**config.mk**
```make
export PLATFORM = sky130hd
export DESIGN_NAME = muldiv_unit
export DESIGN_NICKNAME = d
export VERILOG_FILES = /design/src/rtl/muldiv_unit.sv
export SDC_FILE = /design/constraint.sdc
export NUM_CORES = 1
export LEC_CHECK = 0
export ABC_AREA = 1
export CAP_MARGIN = 40
export CORE_MARGIN = 2
export CORE_UTILIZATION = 55
export DETAILED_ROUTE_END_ITERATION = 10
export GPL_TIMING_DRIVEN = 0
export PLACE_DENSITY = 0.84
export SLEW_MARGIN = 20
export SYNTH_ARGS = -nofsm -noshare
export SYNTH_HDL_FRONTEND = slang
export SYNTH_SLANG_ARGS = --single-unit
export TNS_END_PERCENT = 1
```
**constraint.sdc**
```tcl
create_clock -name clk -period 3.98 [get_ports clk]
set_input_delay 1.194 -clock clk [delete_from_list [all_inputs] [get_ports clk]]
set_output_delay 1.194 -clock clk [all_outputs]
set_load 0.02 [all_outputs]
```
**src/rtl/muldiv_unit.sv**
```systemverilog
// Iterative RV32M multiply/divide unit: one bit per cycle, shift-add multiply and
// restoring divide sharing a single 2*XLEN working register.
module muldiv_unit #(
    parameter int XLEN = 32
) (
    input  logic            clk,
    input  logic            rst_n,
    input  logic            start,
    input  logic [2:0]      funct3,
    input  logic [XLEN-1:0] op_a,
    input  logic [XLEN-1:0] op_b,
    output logic [XLEN-1:0] result,
    output logic            busy,
    output logic            done
);

    localparam int CW = $clog2(XLEN);

    typedef enum logic [1:0] {S_IDLE, S_CALC, S_DONE} state_t;

    state_t              r_state;
    logic [CW-1:0]       r_count;
    logic [2:0]          r_func;
    logic [XLEN-1:0]     r_a;
    logic [XLEN-1:0]     r_b;
    logic [2*XLEN-1:0]   r_prod;
    logic                r_neg_q;
    logic                r_neg_r;
    logic [XLEN-1:0]     r_result;
    logic                r_busy;
    logic                r_done;

    logic                w_is_div;
    logic                w_a_signed;
    logic                w_b_signed;
    logic                w_sign_a;
    logic                w_sign_b;
    logic [XLEN-1:0]     w_mag_a;
    logic [XLEN-1:0]     w_mag_b;
    logic                w_div_zero;
    logic                w_overflow;
    logic [XLEN-1:0]     w_exc;
    logic [XLEN:0]       w_add;
    logic [2*XLEN-1:0]   w_mul_next;
    logic [XLEN:0]       w_trial;
    logic [XLEN:0]       w_diff;
    logic [2*XLEN-1:0]   w_div_next;
    logic [2*XLEN-1:0]   w_next;
    logic [2*XLEN-1:0]   w_prod_s;
    logic [XLEN-1:0]     w_quot;
    logic [XLEN-1:0]     w_rem;
    logic [XLEN-1:0]     w_final;

    assign w_is_div   = funct3[2];
    assign w_a_signed = (funct3 == 3'b001) || (funct3 == 3'b010) ||
                        (funct3 == 3'b100) || (funct3 == 3'b110);
    assign w_b_signed = (funct3 == 3'b001) || (funct3 == 3'b100) || (funct3 == 3'b110);
    assign w_sign_a   = w_a_signed & op_a[XLEN-1];
    assign w_sign_b   = w_b_signed & op_b[XLEN-1];
    assign w_mag_a    = w_sign_a ? -op_a : op_a;
    assign w_mag_b    = w_sign_b ? -op_b : op_b;

    // Divide corner cases bypass the iteration and return the RISC-V defined values.
    assign w_div_zero = w_is_div && (op_b == '0);
    assign w_overflow = w_is_div && !funct3[0] &&
                        (op_a == {1'b1, {(XLEN-1){1'b0}}}) && (op_b == '1);
    assign w_exc      = w_div_zero ? (funct3[1] ? op_a : '1)
                                   : (funct3[1] ? '0 : op_a);

    assign w_add      = {1'b0, r_prod[2*XLEN-1:XLEN]} + (r_prod[0] ? {1'b0, r_a} : '0);
    assign w_mul_next = {w_add, r_prod[XLEN-1:1]};

    // Upper half holds the partial remainder, lower half shifts dividend out / quotient in.
    assign w_trial    = r_prod[2*XLEN-1:XLEN-1];
    assign w_diff     = w_trial - {1'b0, r_b};
    assign w_div_next = w_diff[XLEN] ? {w_trial[XLEN-1:0], r_prod[XLEN-2:0], 1'b0}
                                     : {w_diff[XLEN-1:0],  r_prod[XLEN-2:0], 1'b1};

    assign w_next     = r_func[2] ? w_div_next : w_mul_next;
    assign w_prod_s   = r_neg_q ? -w_next : w_next;
    assign w_quot     = r_neg_q ? -w_next[XLEN-1:0] : w_next[XLEN-1:0];
    assign w_rem      = r_neg_r ? -w_next[2*XLEN-1:XLEN] : w_next[2*XLEN-1:XLEN];

    always_comb begin
        w_final = w_rem;
        case (r_func)
            3'b000:                 w_final = w_prod_s[XLEN-1:0];
            3'b001, 3'b010, 3'b011: w_final = w_prod_s[2*XLEN-1:XLEN];
            3'b100, 3'b101:         w_final = w_quot;
            default:                w_final = w_rem;
        endcase
    end

    always_ff @(posedge clk or negedge rst_n) begin
        if (!rst_n) begin
            r_state  <= S_IDLE;
            r_count  <= '0;
            r_func   <= '0;
            r_a      <= '0;
            r_b      <= '0;
            r_prod   <= '0;
            r_neg_q  <= 1'b0;
            r_neg_r  <= 1'b0;
            r_result <= '0;
            r_busy   <= 1'b0;
            r_done   <= 1'b0;
        end else begin
            case (r_state)
                S_IDLE, S_DONE: begin
                    r_done <= 1'b0;
                    if (start) begin
                        r_func  <= funct3;
                        r_a     <= w_mag_a;
                        r_b     <= w_mag_b;
                        r_prod  <= {{XLEN{1'b0}}, (w_is_div ? w_mag_a : w_mag_b)};
                        r_neg_q <= w_sign_a ^ w_sign_b;
                        r_neg_r <= w_sign_a;
                        r_count <= '0;
                        if (w_div_zero || w_overflow) begin
                            r_result <= w_exc;
                            r_state  <= S_DONE;
                            r_done   <= 1'b1;
                        end else begin
                            r_state <= S_CALC;
                            r_busy  <= 1'b1;
                        end
                    end else begin
                        r_state <= S_IDLE;
                    end
                end
                S_CALC: begin
                    r_prod  <= w_next;
                    r_count <= r_count + CW'(1);
                    if (r_count == CW'(XLEN-1)) begin
                        r_result <= w_final;
                        r_state  <= S_DONE;
                        r_busy   <= 1'b0;
                        r_done   <= 1'b1;
                    end
                end
                default: begin
                    r_state <= S_IDLE;
                    r_busy  <= 1'b0;
                    r_done  <= 1'b0;
                end
            endcase
        end
    end

    assign result = r_result;
    assign busy   = r_busy;
    assign done   = r_done;

endmodule

```
==> impl_results.html <==
<table>
<tr><th>Metric</th><th>Value</th></tr>
<tr><th colspan="2">Clock network</th></tr>
<tr><td>Number of buffers inserted during clock tree synthesis</td><td>17</td></tr>
<tr><td>Htree depth</td><td>4</td></tr>
<tr><td>Post-cts hold buffer count</td><td>0</td></tr>
<tr><td>Source-to-sink clock delay at the later pin of the worst-skew pair</td><td>480 ps</td></tr>
<tr><td>Clock-pin slew on the worst setup and hold paths</td><td>80 ps</td></tr>
<tr><td>Total clock sinks</td><td>173</td></tr>
<tr><td>CTS tree</td><td>built</td></tr>
<tr><td>Maximum buffer depth of the clock tree</td><td>2</td></tr>
<tr><td>Root buf cell</td><td>clkbuf_16</td></tr>
<tr><th colspan="2">Timing</th></tr>
<tr><td>Final Hold Slack</td><td>476.4 ps</td></tr>
<tr><td>Final critical-path required period</td><td>4838 ps</td></tr>
<tr><td>Endpoints failing setup</td><td>29</td></tr>
<tr><td>Total Neg Setup Slack</td><td>-12730 ps</td></tr>
<tr><td>Fraction of the cycle the final worst path needs</td><td>121.6%</td></tr>
<tr><td>Setup skew after layout</td><td>15.87 ps</td></tr>
<tr><td>Final hold violation count</td><td>0</td></tr>
<tr><td>Unrepaired setup endpoints after global routing</td><td>true</td></tr>
<tr><td>Worst Max-Slew Pin Slew</td><td>943.7 ps</td></tr>
<tr><td>Final worst slack</td><td>-857.9 ps</td></tr>
<tr><td>Number of pins exceeding their max-slew limit in the final report</td><td>0</td></tr>
<tr><td>Highest achievable clock rate</td><td>206.7 MHz</td></tr>
<tr><td>Headroom to the max-slew limit</td><td>37.08%</td></tr>
<tr><th colspan="2">Floorplanning</th></tr>
<tr><td>Die Ht</td><td>189.0 um</td></tr>
<tr><td>CORE AREA</td><td>33620 sq um</td></tr>
<tr><td>Row cnt</td><td>67</td></tr>
<tr><td>Overall die area</td><td>35710 sq um</td></tr>
<tr><td>Initial Utilization</td><td>55.98%</td></tr>
<tr><td>Count of boundary I/O pins</td><td>104</td></tr>
<tr><td>Horizontal extent of the die</td><td>189.0 um</td></tr>
<tr><th colspan="2">Synthesis</th></tr>
<tr><td>Library cells used by synthesis</td><td>53</td></tr>
<tr><td>Library cell occupying the most area in the post-synthesis netlist</td><td>dfrtp_1</td></tr>
<tr><td>Synthesis warning total</td><td>0</td></tr>
<tr><td>Primary FF master, synth</td><td>dfrtp_1</td></tr>
<tr><td>Synth top area cells</td><td>dfrtp_1 (23%), nand2_1 (20%), inv_1 (8.8%)</td></tr>
<tr><td>Seq cells post-synth</td><td>173</td></tr>
<tr><td>Netlist area before placement</td><td>18820 sq um</td></tr>
<tr><td>Proportion of netlist area held by the largest area contributor</td><td>23.01%</td></tr>
<tr><td>Number of instances in the synthesized netlist</td><td>3215</td></tr>
<tr><td>Share of flip-flops with an asynchronous set or reset</td><td>100.0%</td></tr>
<tr><td>Share of the yosys chip area belonging to registers</td><td>23.01%</td></tr>
<tr><td>Average footprint of a synthesized cell</td><td>5.853 sq um</td></tr>
<tr><td>Post-Synthesis Net Count</td><td>3358</td></tr>
<tr><td>Number of enable flip-flop cells after synthesis</td><td>0</td></tr>
<tr><th colspan="2">Setup path</th></tr>
<tr><td>Worst reg2reg endpoint</td><td>result[6]</td></tr>
<tr><td>Path type of the worst setup path</td><td>reg2reg</td></tr>
<tr><td>Worst r2r path cells</td><td>34</td></tr>
<tr><td>Data arrival at the endpoint of the critical path</td><td>5170 ps</td></tr>
<tr><td>Crit path capture type</td><td>flop</td></tr>
<tr><td>R2R setup slack</td><td>-860 ps</td></tr>
<tr><td>Critical path fanouts, max</td><td>4</td></tr>
<tr><td>Worst endpoint required time</td><td>4310 ps</td></tr>
<tr><td>Type of origin of the critical path</td><td>flop</td></tr>
<tr><td>Worst R2R Start</td><td>r_b[10]</td></tr>
<tr><td>Cell type of the slowest stage on the worst timing path</td><td>dfrtp_1</td></tr>
<tr><td>Stage delay of the slowest cell on the critical path</td><td>370 ps</td></tr>
<tr><th colspan="2">Route</th></tr>
<tr><td>Topmost layer with routed signal wires</td><td>met5</td></tr>
<tr><td>Pre-antenna DRT Iters</td><td>7</td></tr>
<tr><td>Number of vias after detailed routing</td><td>23854</td></tr>
<tr><td>DRT Wirelength</td><td>89.57 mm</td></tr>
<tr><td>Count of antenna-violating nets left after detailed routing</td><td>0</td></tr>
<tr><td>First DRT Iteration DRCs</td><td>3751</td></tr>
<tr><td>Count of unresolved DRC violations after routing</td><td>0</td></tr>
<tr><td>DR WL met3</td><td>11.98 mm</td></tr>
<tr><td>Routed WL per cell</td><td>23.31 um</td></tr>
<tr><td>Avg Vias per Cell</td><td>6.207</td></tr>
<tr><td>Detailed route wirelength on metal2</td><td>36.27 mm</td></tr>
<tr><td>M1 WL</td><td>33.75 mm</td></tr>
<tr><th colspan="2">Cells and area</th></tr>
<tr><td>Share of post-route cells with drive strength above 1</td><td>10.52%</td></tr>
<tr><td>Final-stage net count</td><td>3525</td></tr>
<tr><td>Finished Core Util</td><td>65.84%</td></tr>
<tr><td>Total inserted antenna cells</td><td>0</td></tr>
<tr><td>Number of fillers in the final layout</td><td>3182</td></tr>
<tr><td>Relative area change from synthesis to final layout</td><td>17.61%</td></tr>
<tr><th colspan="2">Flow run</th></tr>
<tr><td>Max-cap violations</td><td>0</td></tr>
<tr><th colspan="2">Outcome</th></tr>
<tr><td>Violations in the final reports</td><td>negative setup slack</td></tr>
<tr><td>Run status</td><td>finished with violations</td></tr>
<tr><th colspan="2">Placement</th></tr>
<tr><td>Buffers added on ports</td><td>101</td></tr>
<tr><td>Sum of net half-perimeters after detailed placement</td><td>71.67 mm</td></tr>
<tr><td>Post-Place Worst Slack</td><td>-1440 ps</td></tr>
<tr><td>Last weighted congestion value of the routability-driven placer</td><td>1.138</td></tr>
<tr><th colspan="2">Global route</th></tr>
<tr><td>Initial antenna violation count</td><td>1</td></tr>
<tr><td>Total GRT Usage</td><td>49.88%</td></tr>
<tr><td>Global route overflow</td><td>0</td></tr>
<tr><td>Pin count of the biggest net entering global routing</td><td>89</td></tr>
<tr><td>Wire length of the first global-routing pass</td><td>132.8 mm</td></tr>
<tr><td>Number of global-route vias before repair</td><td>22070</td></tr>
<tr><th colspan="2">Hold path</th></tr>
<tr><td>Min-Delay Endpoint</td><td>r_count[3]</td></tr>
<tr><td>Startpoint of the most critical hold path</td><td>r_count[3]</td></tr>
<tr><td>Classification of the worst-slack hold path</td><td>reg2reg</td></tr>
<tr><td>Depth of the worst hold-timing path</td><td>1</td></tr>
</table>
==> final cells by class <==
class	count	area (sq um)	area share, %
clock inverter	14	171.4	0.7745
sequential	173	4342	19.62
clock buffer	18	439.2	1.984
timing repair buffer	148	1363	6.156
tap	448	560.5	2.533
buffer	114	535.5	2.420
inverter	459	1733	7.830
multi-input combinational	2469	12990	58.69
==> worst max path at each step <==
| stage | slack [ps] | to | from |
|---|---|---|---|
| floorplan | -220 | result[30] | r_prod[31] |
| global placement | -5560 | r_b[14] | rst_n |
| detailed placement | -1440 | result[14] | r_prod[31] |
| CTS | -530 | result[6] | r_prod[31] |
| global route | -1050 | result[6] | r_prod[31] |
| finish | -860 | result[6] | r_b[10] |
==> flip-flops by register name (all words and copies together) (netlist names), 2 cells and up <==
name	count
r_state	2
result	32
r_func	3
r_prod	64
r_b	32
r_a	32
r_count	5
==> cell usage in the layout (no fill, tap or decap), drive strengths merged, types with 14 or more instances in the layout <==
cell type / n
nand4: 39
o21ai: 266
a31oi: 38
xnor2: 28
nand3: 247
clkdlybuf4s50: 100
clkinv: 14
o221ai: 21
a21oi: 131
o22ai: 25
nand3b: 18
nor2: 355
inv: 458
buf: 85
ha: 71
xor2: 74
nand2: 1059
nor3: 29
dfrtp: 173
clkbuf: 95
==> logic make-up (layout without fill, tap and decap cells) <==
| family | count (synthesis) | in the layout | synth area share [%] |
|---|---|---|---|
| flops | 173 | 173 | 23.01 |
| xor+xnor | 102 | 102 | 4.747 |
| simple gates | 1764 | 1764 | 39.45 |
| fa+ha+maj | 73 | 73 | 4.934 |
| buf+inv | 573 | 753 | 11.91 |
| compound gates | 530 | 530 | 15.95 |
==> synthesized netlist by cell type, types with 2 or more instances <==
cell       number
buf_6           4
nand2_1      1027
nor3_1         28
o21bai_1       12
o22ai_1        25
nand2_4         7
xor2_1         74
o221ai_1       21
a21oi_1       126
o211ai_1       12
nor2_2         17
nand2_2        24
a21oi_2         4
inv_2          10
dfrtp_1       173
o21ai_2         6
clkbuf_1       81
buf_8           2
clkinv_1        6
or2_2           3
ha_1           71
buf_1           8
a31oi_1        38
o21a_1          3
nand3_1       240
nand4_1        39
fa_1            2
a21o_1          7
o31ai_1         5
o21ai_1        14
nand3_2         6
nor4_1         10
a211oi_1        2
nor2_4          4
o21ai_0       245
inv_1         443
xnor2_1        28
o2111ai_1       4
buf_2          18
or2_1           3
nand3b_1       18
nor2_1        334
==> layer usage <==
layer,track usage [%],vias to the layer above
li1,-,10664
met1,65.16,10931
met2,72.57,1833
met3,12.64,424
met4,33.53,2
met5,0,-
==> metrics by stage <==
| stage | area [sq um] | instances |
|---|---|---|
| finish | 22130 | 3843 |
| global route | 22130 | 3843 |
| CTS | 21870 | 3836 |
| detailed placement | 20550 | 3778 |
| global placement | 20440 | 3764 |
| floorplan | 18870 | 3215 |
==> critical path, delay by kind of cell (launching register included) <==
kind / cells / cell delay (ps)
and+or+nand+nor: 25 / 2870
buffers and inverters: 4 / 410
adders and majority gates: 2 / 470
DFF: 1 / 370
AOI/OAI and AO/OA: 3 / 560
==> timing repair <==
action / CTS / global route
pin swaps: 25 / 20
buffers inserted: 26 / 7
cloned: 0 / 0
gates resized for setup: 133 / 68
endpoints found under the hold margin: 0 / 0
setup endpoints to repair: 34 / 43
Power is not shown: default switching activity piles up to over one toggle a cycle in this logic, so the estimate is an artifact.
